[config.mk]
export PLATFORM = sky130hd
export DESIGN_NAME = sram_like_arbiter
export DESIGN_NICKNAME = d
export VERILOG_FILES = /design/src/rtl/sram_like_arbiter.sv
export SDC_FILE = /design/constraint.sdc
export NUM_CORES = 1
export LEC_CHECK = 0
export CAP_MARGIN = 20
export CORE_AREA = 2 2 118 120
export CTS_CLUSTER_SIZE = 40
export DETAILED_ROUTE_END_ITERATION = 8
export DIE_AREA = 0 0 120 122
export PLACE_DENSITY = 0.66
export SYNTH_ARGS = -nofsm -noshare
export SYNTH_HDL_FRONTEND = slang
export SYNTH_SLANG_ARGS = --single-unit
[constraint.sdc]
create_clock -name clk -period 2.8 [get_ports clk]
set_clock_uncertainty 0.05 [all_clocks]
set_input_delay 0.84 -clock clk [delete_from_list [all_inputs] [get_ports clk]]
set_output_delay 0.84 -clock clk [all_outputs]
set_load 0.02 [all_outputs]
[src/rtl/sram_like_arbiter.sv]
// sram_like_arbiter
//   Shares one sram_like slave port between an instruction-side master (m0) and a
//   data-side master (m1). The grant is held from request until data_ok, so only one
//   transaction is ever outstanding at the slave. Added latency is zero: the request
//   reaches the slave in the cycle it is presented, and addr_ok/data_ok are
//   combinational pass-throughs to the owning master.
//
// Parameters
//   RR  1 = round-robin on a tie, 0 = fixed priority with m1 winning.
//
// Ports
//   clk, rst                    clock, asynchronous active-low reset
//   mX_req/wr/size/addr/wdata   request fields from master X (X = 0 instr, 1 data)
//   mX_rdata                    read data (s_rdata for both masters)
//   mX_addr_ok, mX_data_ok      handshakes, raised only for the current owner
//   s_req/wr/size/addr/wdata    request fields toward the slave
//   s_rdata, s_addr_ok, s_data_ok  slave responses
module sram_like_arbiter #(
  parameter int unsigned RR = 1
) (
  input  logic        clk,
  input  logic        rst,

  input  logic        m0_req,
  input  logic        m0_wr,
  input  logic [1:0]  m0_size,
  input  logic [31:0] m0_addr,
  input  logic [31:0] m0_wdata,
  output logic [31:0] m0_rdata,
  output logic        m0_addr_ok,
  output logic        m0_data_ok,

  input  logic        m1_req,
  input  logic        m1_wr,
  input  logic [1:0]  m1_size,
  input  logic [31:0] m1_addr,
  input  logic [31:0] m1_wdata,
  output logic [31:0] m1_rdata,
  output logic        m1_addr_ok,
  output logic        m1_data_ok,

  output logic        s_req,
  output logic        s_wr,
  output logic [1:0]  s_size,
  output logic [31:0] s_addr,
  output logic [31:0] s_wdata,
  input  logic [31:0] s_rdata,
  input  logic        s_addr_ok,
  input  logic        s_data_ok
);

  localparam logic [1:0] StIdle = 2'd0;
  localparam logic [1:0] StAddr = 2'd1;
  localparam logic [1:0] StData = 2'd2;

  logic [1:0] state_q, state_d;
  logic       owner_q, owner_d;
  logic       last_q, last_d;

  logic any_req;
  logic sel;
  logic grant;
  logic req_raw;
  logic addr_hit;
  logic data_hit;

  assign any_req = m0_req | m1_req;

  // Tie-break: round-robin picks the master that did not win last time.
  always_comb begin
    sel = 1'b0;
    if (m0_req && m1_req) begin
      sel = (RR != 0) ? ~last_q : 1'b1;
    end else if (m1_req) begin
      sel = 1'b1;
    end
  end

  // Live selection only in IDLE; afterwards the grant is locked to the owner.
  assign grant = (state_q == StIdle) ? sel : owner_q;

  always_comb begin
    req_raw  = 1'b0;
    addr_hit = 1'b0;
    data_hit = 1'b0;
    case (state_q)
      StIdle: begin
        req_raw  = any_req;
        addr_hit = any_req & s_addr_ok;
      end
      StAddr: begin
        req_raw  = owner_q ? m1_req : m0_req;
        addr_hit = s_addr_ok;
      end
      StData: begin
        data_hit = s_data_ok;
      end
      default: ;
    endcase
  end

  always_comb begin
    state_d = state_q;
    owner_d = owner_q;
    last_d  = last_q;
    case (state_q)
      StIdle: begin
        if (any_req) begin
          owner_d = sel;
          if (s_addr_ok) begin
            last_d  = sel;
            state_d = StData;
          end else begin
            state_d = StAddr;
          end
        end
      end
      StAddr: begin
        if (s_addr_ok) begin
          last_d  = owner_q;
          state_d = StData;
        end
      end
      StData: begin
        if (s_data_ok) state_d = StIdle;
      end
      default: state_d = StIdle;
    endcase
  end

  // last resets to 1 so that m0 wins the first round-robin tie.
  always_ff @(posedge clk or negedge rst) begin
    if (!rst) begin
      state_q <= StIdle;
      owner_q <= 1'b0;
      last_q  <= 1'b1;
    end else begin
      state_q <= state_d;
      owner_q <= owner_d;
      last_q  <= last_d;
    end
  end

  // Handshakes are gated by reset so they drop the instant rst falls, even while a
  // master is still holding req.
  assign s_req      = req_raw & rst;
  assign m0_addr_ok = addr_hit & ~grant & rst;
  assign m1_addr_ok = addr_hit & grant & rst;
  assign m0_data_ok = data_hit & ~owner_q & rst;
  assign m1_data_ok = data_hit & owner_q & rst;

  assign s_wr    = grant ? m1_wr    : m0_wr;
  assign s_size  = grant ? m1_size  : m0_size;
  assign s_addr  = grant ? m1_addr  : m0_addr;
  assign s_wdata = grant ? m1_wdata : m0_wdata;

  assign m0_rdata = s_rdata;
  assign m1_rdata = s_rdata;

endmodule

==> results of run 1 <==
## registers in the layout (all words and copies together), names as in the netlist
signal,flops
state_q,2
last_q,1
owner_q,1
## layout make-up
class	instances	area share (%)
Sequential cell	4	2.368
Multi-Input combinational cell	86	27.65
Clock buffer	4	1.842
Tap cell	180	5.262
Inverter	3	0.2631
Timing Repair Buffer	247	62.61
## kinds of logic after synthesis
| group | after synthesis | share of synthesized area [%] |
|---|---|---|
| AND/OR/NAND/NOR | 12 | 3.463 |
| AO/OA/AOI/OAI | 5 | 2.078 |
| multiplexers | 69 | 57.27 |
| buffers and inverters | 74 | 31.58 |
| flip-flops | 4 | 5.610 |
## through the flow
| stage | setup TNS, ns | hold slack (ns) | instances | area, um^2 |
|---|---|---|---|---|
| 2_1_floorplan | 0 | 0.3921 | 164 | 1813 |
| 3_3_place_gp | -76.78 | 0.4095 | 495 | 3686 |
| 3_5_place_dp | -78.35 | 0.4163 | 495 | 3686 |
| 4_1_cts | -16.03 | 0.4495 | 522 | 4267 |
| 5_1_grt | -18.52 | 0.4921 | 524 | 4280 |
| 6_report | -15.17 | 0.4472 | 524 | 4280 |
## critical path, stage by stage
cell and delay (ns):
buf_6 0.09, a21boi_4 0.13, mux2i_4 0.26, buf_6 0.18, buf_12 0.13, buf_12 0.10
mux2_4 0.30, buf_6 0.13
## final timing paths
path	start	end	slack (ns)
setup / recovery	m1_req	s_wdata[10]	-0.28
hold / removal	last_q	last_q	0.45
setup reg to reg	state_q[1]	owner_q	1.05
hold reg to reg	last_q	last_q	0.45
max in group asynchronous	rst	last_q	1.92
min in group asynchronous	rst	owner_q	0.60
## where the power goes
group / switching, mW / internal (mW) / leakage (nW) / total [mW]
Combinational: 1.06 / 1.59 / 1.89 / 2.64
Clock: 0.0408 / 0.188 / 0.0382 / 0.229
Sequential: 0.0181 / 0.0818 / 0.0472 / 0.0999
## layout by cell type, fill, tap and decap left out, types with 2 or more instances in the layout
| master | n |
|---|---|
| clkdlybuf4s50_1 | 135 |
| dlymetal6s2s_1 | 2 |
| nor2_1 | 5 |
| buf_4 | 18 |
| buf_6 | 74 |
| inv_1 | 3 |
| dfrtp_1 | 3 |
| buf_16 | 8 |
| buf_12 | 3 |
| mux2_4 | 67 |
| clkbuf_16 | 4 |
| buf_2 | 6 |
## what timing repair did
action                     in CTS  in global routing
gates cloned                    9                  1
setup endpoints to repair      72                 72
gates resized for setup       461                  8
pin swaps                       0                  3
buffers inserted               17                  5
## routing by layer
layer | vias up | share of wire [%] | GRT usage [%]
li1 | 870 | - | -
met1 | 800 | 41 | 12.88
met2 | 116 | 50 | 19.71
met3 | 26 | 8.4 | 2.107
met4 | 0 | 0.89 | 2.426
met5 | - | 0 | 0
==> results.sh, run 1 <==
export IMPL_crit_fanout=5
export IMPL_routed_wl_mm=8.784
export IMPL_min_delay_path_class="reg2reg"
export IMPL_maxSlewHeadroom_pct=79.65
export IMPL_final_core_util_pct=31.70
export IMPL_area_growth_pct=136.9
export IMPL_violations="negative setup slack"
export IMPL_critPathRequiredTime_ns=1.91
export IMPL_crit_path_end_kind="output pin"
export IMPL_diodes=0
export IMPL_synth_seq_area_share_pct=5.609
export IMPL_power_density_nw_per_um2=694.1
export IMPL_grt_pass1_vias=2022
export IMPL_ys_seq_elements=4
export IMPL_startpoint_type="primary input"
export IMPL_irDropWorstVdd_v=0.0003387
export IMPL_critical_path_class="in2out"
export IMPL_antenna_found_initial=0
export IMPL_grt_overflow=0
export IMPL_ys_warn_count=0
export IMPL_leakagePower_nw=1.979
export IMPL_total_power_mw=2.971
export IMPL_dpl_hpwl_mm=6.262
export IMPL_synthTopCellsByCount="mux2_4, buf_4, buf_6, nor2_1"
export IMPL_status="finished with violations"
export IMPL_synth_top_area_share_pct=54.85
export IMPL_clkSinkCount=4
export IMPL_slew_viol_final=0
export IMPL_hold_buffers=0
export IMPL_viasPerCell=3.458
export IMPL_finalWorstSetupSlack_ns=-0.2808
export IMPL_num_fill_cells=1377
export IMPL_drt_initial_drc_count=17
export IMPL_cts_root_buf="clkbuf_16"
export IMPL_async_flop_share_pct=100.0
export IMPL_worst_pin_slew_ns=0.2988
export IMPL_syn_nets=336
export IMPL_via_count=1812
export IMPL_clockBufferDepth=2
export IMPL_fmax_ghz=0.3246
export IMPL_register_area_um2=101.3
export IMPL_pin_count=308
export IMPL_grt_max_degree=11
export IMPL_yosysUniqueCellTypes=20
export IMPL_synth_edff_count=0
export IMPL_min_period_ns=3.081
export IMPL_htree_num_levels=1
export IMPL_fin_crit_sh_pct=110.0
export IMPL_rsz0062_at_grt="true"
export IMPL_setup_viol=68
export IMPL_grt_pass1_wl_mm=12.00
export IMPL_cp_arrival_ns=2.19
export IMPL_rows=43
export IMPL_r2r_cells=6
export IMPL_dieHeight_um=122
export IMPL_numCtsBuffers=3
export IMPL_post_drt_wl_per_cell_um=16.76
export IMPL_port_buffers=211
export IMPL_drive_gt1_share_pct=54.65
export IMPL_drc=0
export IMPL_yosysMostFrequentCell="mux2_4"
export IMPL_cts_tree="yes"
export IMPL_finalHoldViolCount=0
export IMPL_die_w_um=120
export IMPL_die_area_um2=14640
export IMPL_mappedNetlistArea_um2=1807
export IMPL_drv_cap=0
export IMPL_holdPathStages=2
export IMPL_synthCells=164
export IMPL_ys_top_cells_by_area="mux2_4, buf_4, buf_6"
export IMPL_place_ws_ns=-1.222
export IMPL_ant_nets=0
export IMPL_insertion_delay_ns=0.22
export IMPL_syn_avg_cell_area_um2=11.02
export IMPL_synth_largest_area_cell="mux2_4"
export IMPL_core_area_um2=13500
export IMPL_dr_pass1_iters=3
export IMPL_multi_input_area_um2=1184
export IMPL_clk_pin_slew_ns=0.03
export IMPL_start_util_pct=13.38
export IMPL_track_usage_pct=10.74
export IMPL_nets=517
export IMPL_place_gp_congestion=0.7391
export IMPL_synthFlopType="dfrtp_1"
No activity file was read; power rests on OpenSTA's default activity.
==> run 2, diff against run 1 <==
Settings changed: ABC_AREA set to 1, CORE_AREA 2 2 118 120 to 2 2 119 121, DIE_AREA 0 0 120 122 to 0 0 121 123, PLACE_DENSITY 0.66 to 0.64.
==> results.sh, run 2 <==
export IMPL_post_drt_wl_per_cell_um=14.30
export IMPL_register_area_um2=101.3
export IMPL_maxSlewHeadroom_pct=83.75
export IMPL_grt_pass1_vias=2634
export IMPL_largest_reg_flops=2
export IMPL_synth_xor_area_share_pct=0
export IMPL_crit_family="buffers and inverters"
export IMPL_irDropWorstVdd_v=0.0002226
export IMPL_min_period_ns=2.784
export IMPL_fmax_ghz=0.3591
export IMPL_max_stage_delay_ns=0.53
export IMPL_cts_tree="yes"
export IMPL_grt_overflow=0
export IMPL_synth_largest_area_cell="nand2_1"
export IMPL_layout_commonest_cell="clkdlybuf4s50_1"
export IMPL_synth_edff_count=0
export IMPL_crit_chain="clkdlybuf4s50_1, inv_1, nor3_1, buf_2"
export IMPL_rows=43
export IMPL_ys_top_cells_by_area="nand2_1, buf_4, nand3_1"
export IMPL_dieHeight_um=123
export IMPL_numCtsBuffers=3
export IMPL_routed_wl_mm=9.523
export IMPL_die_w_um=121
export IMPL_top_regs="state_q x2, last_q x1, owner_q x1"
export IMPL_yosysUniqueCellTypes=18
export IMPL_synthAdderAreaFrac_pct=0
export IMPL_grt_max_degree=42
export IMPL_place_gp_congestion=0.7369
export IMPL_leakagePower_nw=1.906
export IMPL_drive_gt1_share_pct=30.04
export IMPL_num_fill_cells=1516
export IMPL_syn_avg_cell_area_um2=5.285
export IMPL_async_flop_share_pct=100.0
export IMPL_yosysMostFrequentCell="nand2_1"
export IMPL_clockBufferDepth=2
export IMPL_htree_num_levels=1
export IMPL_viasPerCell=3.868
export IMPL_diodes=0
export IMPL_setup_viol=0
export IMPL_placed_cells_incl_taps=653
export IMPL_critPathRequiredTime_ns=1.91
export IMPL_dpl_hpwl_mm=7.127
export IMPL_critical_path_class="in2out"
export IMPL_syn_nets=502
export IMPL_ys_warn_count=0
export IMPL_crit_buf_inv=3
export IMPL_synthTopCellsByCount="nand2_1, nand3_1, buf_4, buf_2, buf_6"
export IMPL_worst_pin_slew_ns=0.2416
export IMPL_synth_compound_area_share_pct=1.291
export IMPL_multi_input_area_um2=1152
export IMPL_fin_crit_sh_pct=99.44
export IMPL_clk_pin_slew_ns=0.03
export IMPL_rsz0062_at_grt="true"
export IMPL_dr_pass1_iters=4
export IMPL_insertion_delay_ns=0.22
export IMPL_layout_common_cells="clkdlybuf4s50_1, nand2_1, nand3_1"
export IMPL_clkSinkCount=4
export IMPL_ant_nets=0
export IMPL_ys_seq_elements=4
export IMPL_hold_buffers=0
export IMPL_cts_root_buf="clkbuf_16"
export IMPL_place_area_um2=3635
export IMPL_core_area_um2=13610
export IMPL_via_count=2576
export IMPL_status="completed"
export IMPL_start_util_pct=12.81
export IMPL_synth_simple_area_share_pct=55.81
export IMPL_cp_arrival_ns=1.89
export IMPL_slowest_stage="clkdlybuf4s50_1"
export IMPL_final_core_util_pct=28.13
export IMPL_synthCells=330
export IMPL_finalHoldViolCount=0
export IMPL_synth_top_family_by_area="simple AND/OR/NAND/NOR gates"
export IMPL_design_area_um2=3829
export IMPL_slew_viol_final=0
export IMPL_die_area_um2=14880
export IMPL_area_growth_pct=119.5
export IMPL_mappedNetlistArea_um2=1744
export IMPL_drc=0
export IMPL_grt_pass1_wl_mm=14.01
export IMPL_crit_path_end_kind="output pin"
export IMPL_total_power_mw=2.329
export IMPL_regMostFlops="state_q"
export IMPL_synth_seq_area_share_pct=5.811
export IMPL_drv_cap=0
export IMPL_crit_fanout=3
export IMPL_synthFlopType="dfrtp_1"
export IMPL_yosys_mux_area_fraction_pct=0
export IMPL_pin_count=308
export IMPL_track_usage_pct=12.04
export IMPL_min_delay_path_class="reg2reg"
export IMPL_power_density_nw_per_um2=608.3
export IMPL_port_buffers=211
export IMPL_synth_top_area_share_pct=32.07
export IMPL_hold_ws_ns=0.4614
export IMPL_final_cells=666
export IMPL_nets=659
export IMPL_drt_initial_drc_count=63
export IMPL_antenna_found_initial=0
export IMPL_startpoint_type="primary input"
==> run 2: cell types whose count changed after synthesis, moves of 2 or more <==
cell	change
nand2_1	+148
buf_2	+7
buf_4	+5
buf_6	-2
mux2_4	-66
clkbuf_1	+4
nand2_2	+4
inv_2	+2
nand3_1	+70
==> run 2: per-stage QoR <==
step	setup TNS (ns)	setup WS [ns]
finish	0	0.01564
CTS	-0.1644	-0.03365
floorplan	0	0.2336
global placement	-49.31	-0.7670
detailed placement	-49.94	-0.7711
global route	-0.02775	-0.02235
==> run 2: path summary, 6_finish.rpt <==
path / from / to / slack (ns) / depth (start not counted)
min in group asynchronous: rst / state_q[1] / 0.94 / 2
max reg2reg: last_q / owner_q / 1.40 / 7
max: rst / m1_data_ok / 0.02 / 4
min: last_q / last_q / 0.46 / 2
min reg2reg: last_q / last_q / 0.46 / 2
max in group asynchronous: rst / last_q / 1.57 / 2
==> run 2: cell type report <==
cell class	count	share of cell area [%]
repair buffers	237	58.73
multi-input cells	235	30.10
well taps	180	5.882
flip-flops and latches	4	2.647
clock buffers	4	2.059
inverters	6	0.5882
==> run 2: kinds of logic after synthesis <==
family / count (synthesis)
flops: 4
compound gates: 4
buf+inv: 91
simple gates: 231
==> run 2: per-layer routing <==
layer | share of wire, % | track usage [%] | vias to the layer above
li1 | - | - | 1292
met1 | 38 | 13.95 | 1105
met2 | 50 | 21.52 | 143
met3 | 9.7 | 3.598 | 36
met4 | 2.5 | 3.270 | 0
met5 | 0 | 0 | -
==> run 2: worst min-delay path: cells and delay by family, from the launching register on <==
kind	cells	cell delay, ns
DFF	1	0.38
and+or+nand+nor	2	0.12
==> run 2: repair_timing <==
action                                  4_1_cts  5_1_grt
pin swaps                                    10        1
gates resized for setup                     394        6
endpoints found under the setup margin       72       20
gates cloned                                  4        0
setup buffers                                 7        0
==> run 2: where the power goes <==
group	internal (mW)	total, mW	switching [mW]
Combinational	0.910	2.00	1.09
Clock	0.188	0.229	0.0405
Sequential	0.0774	0.0954	0.0181
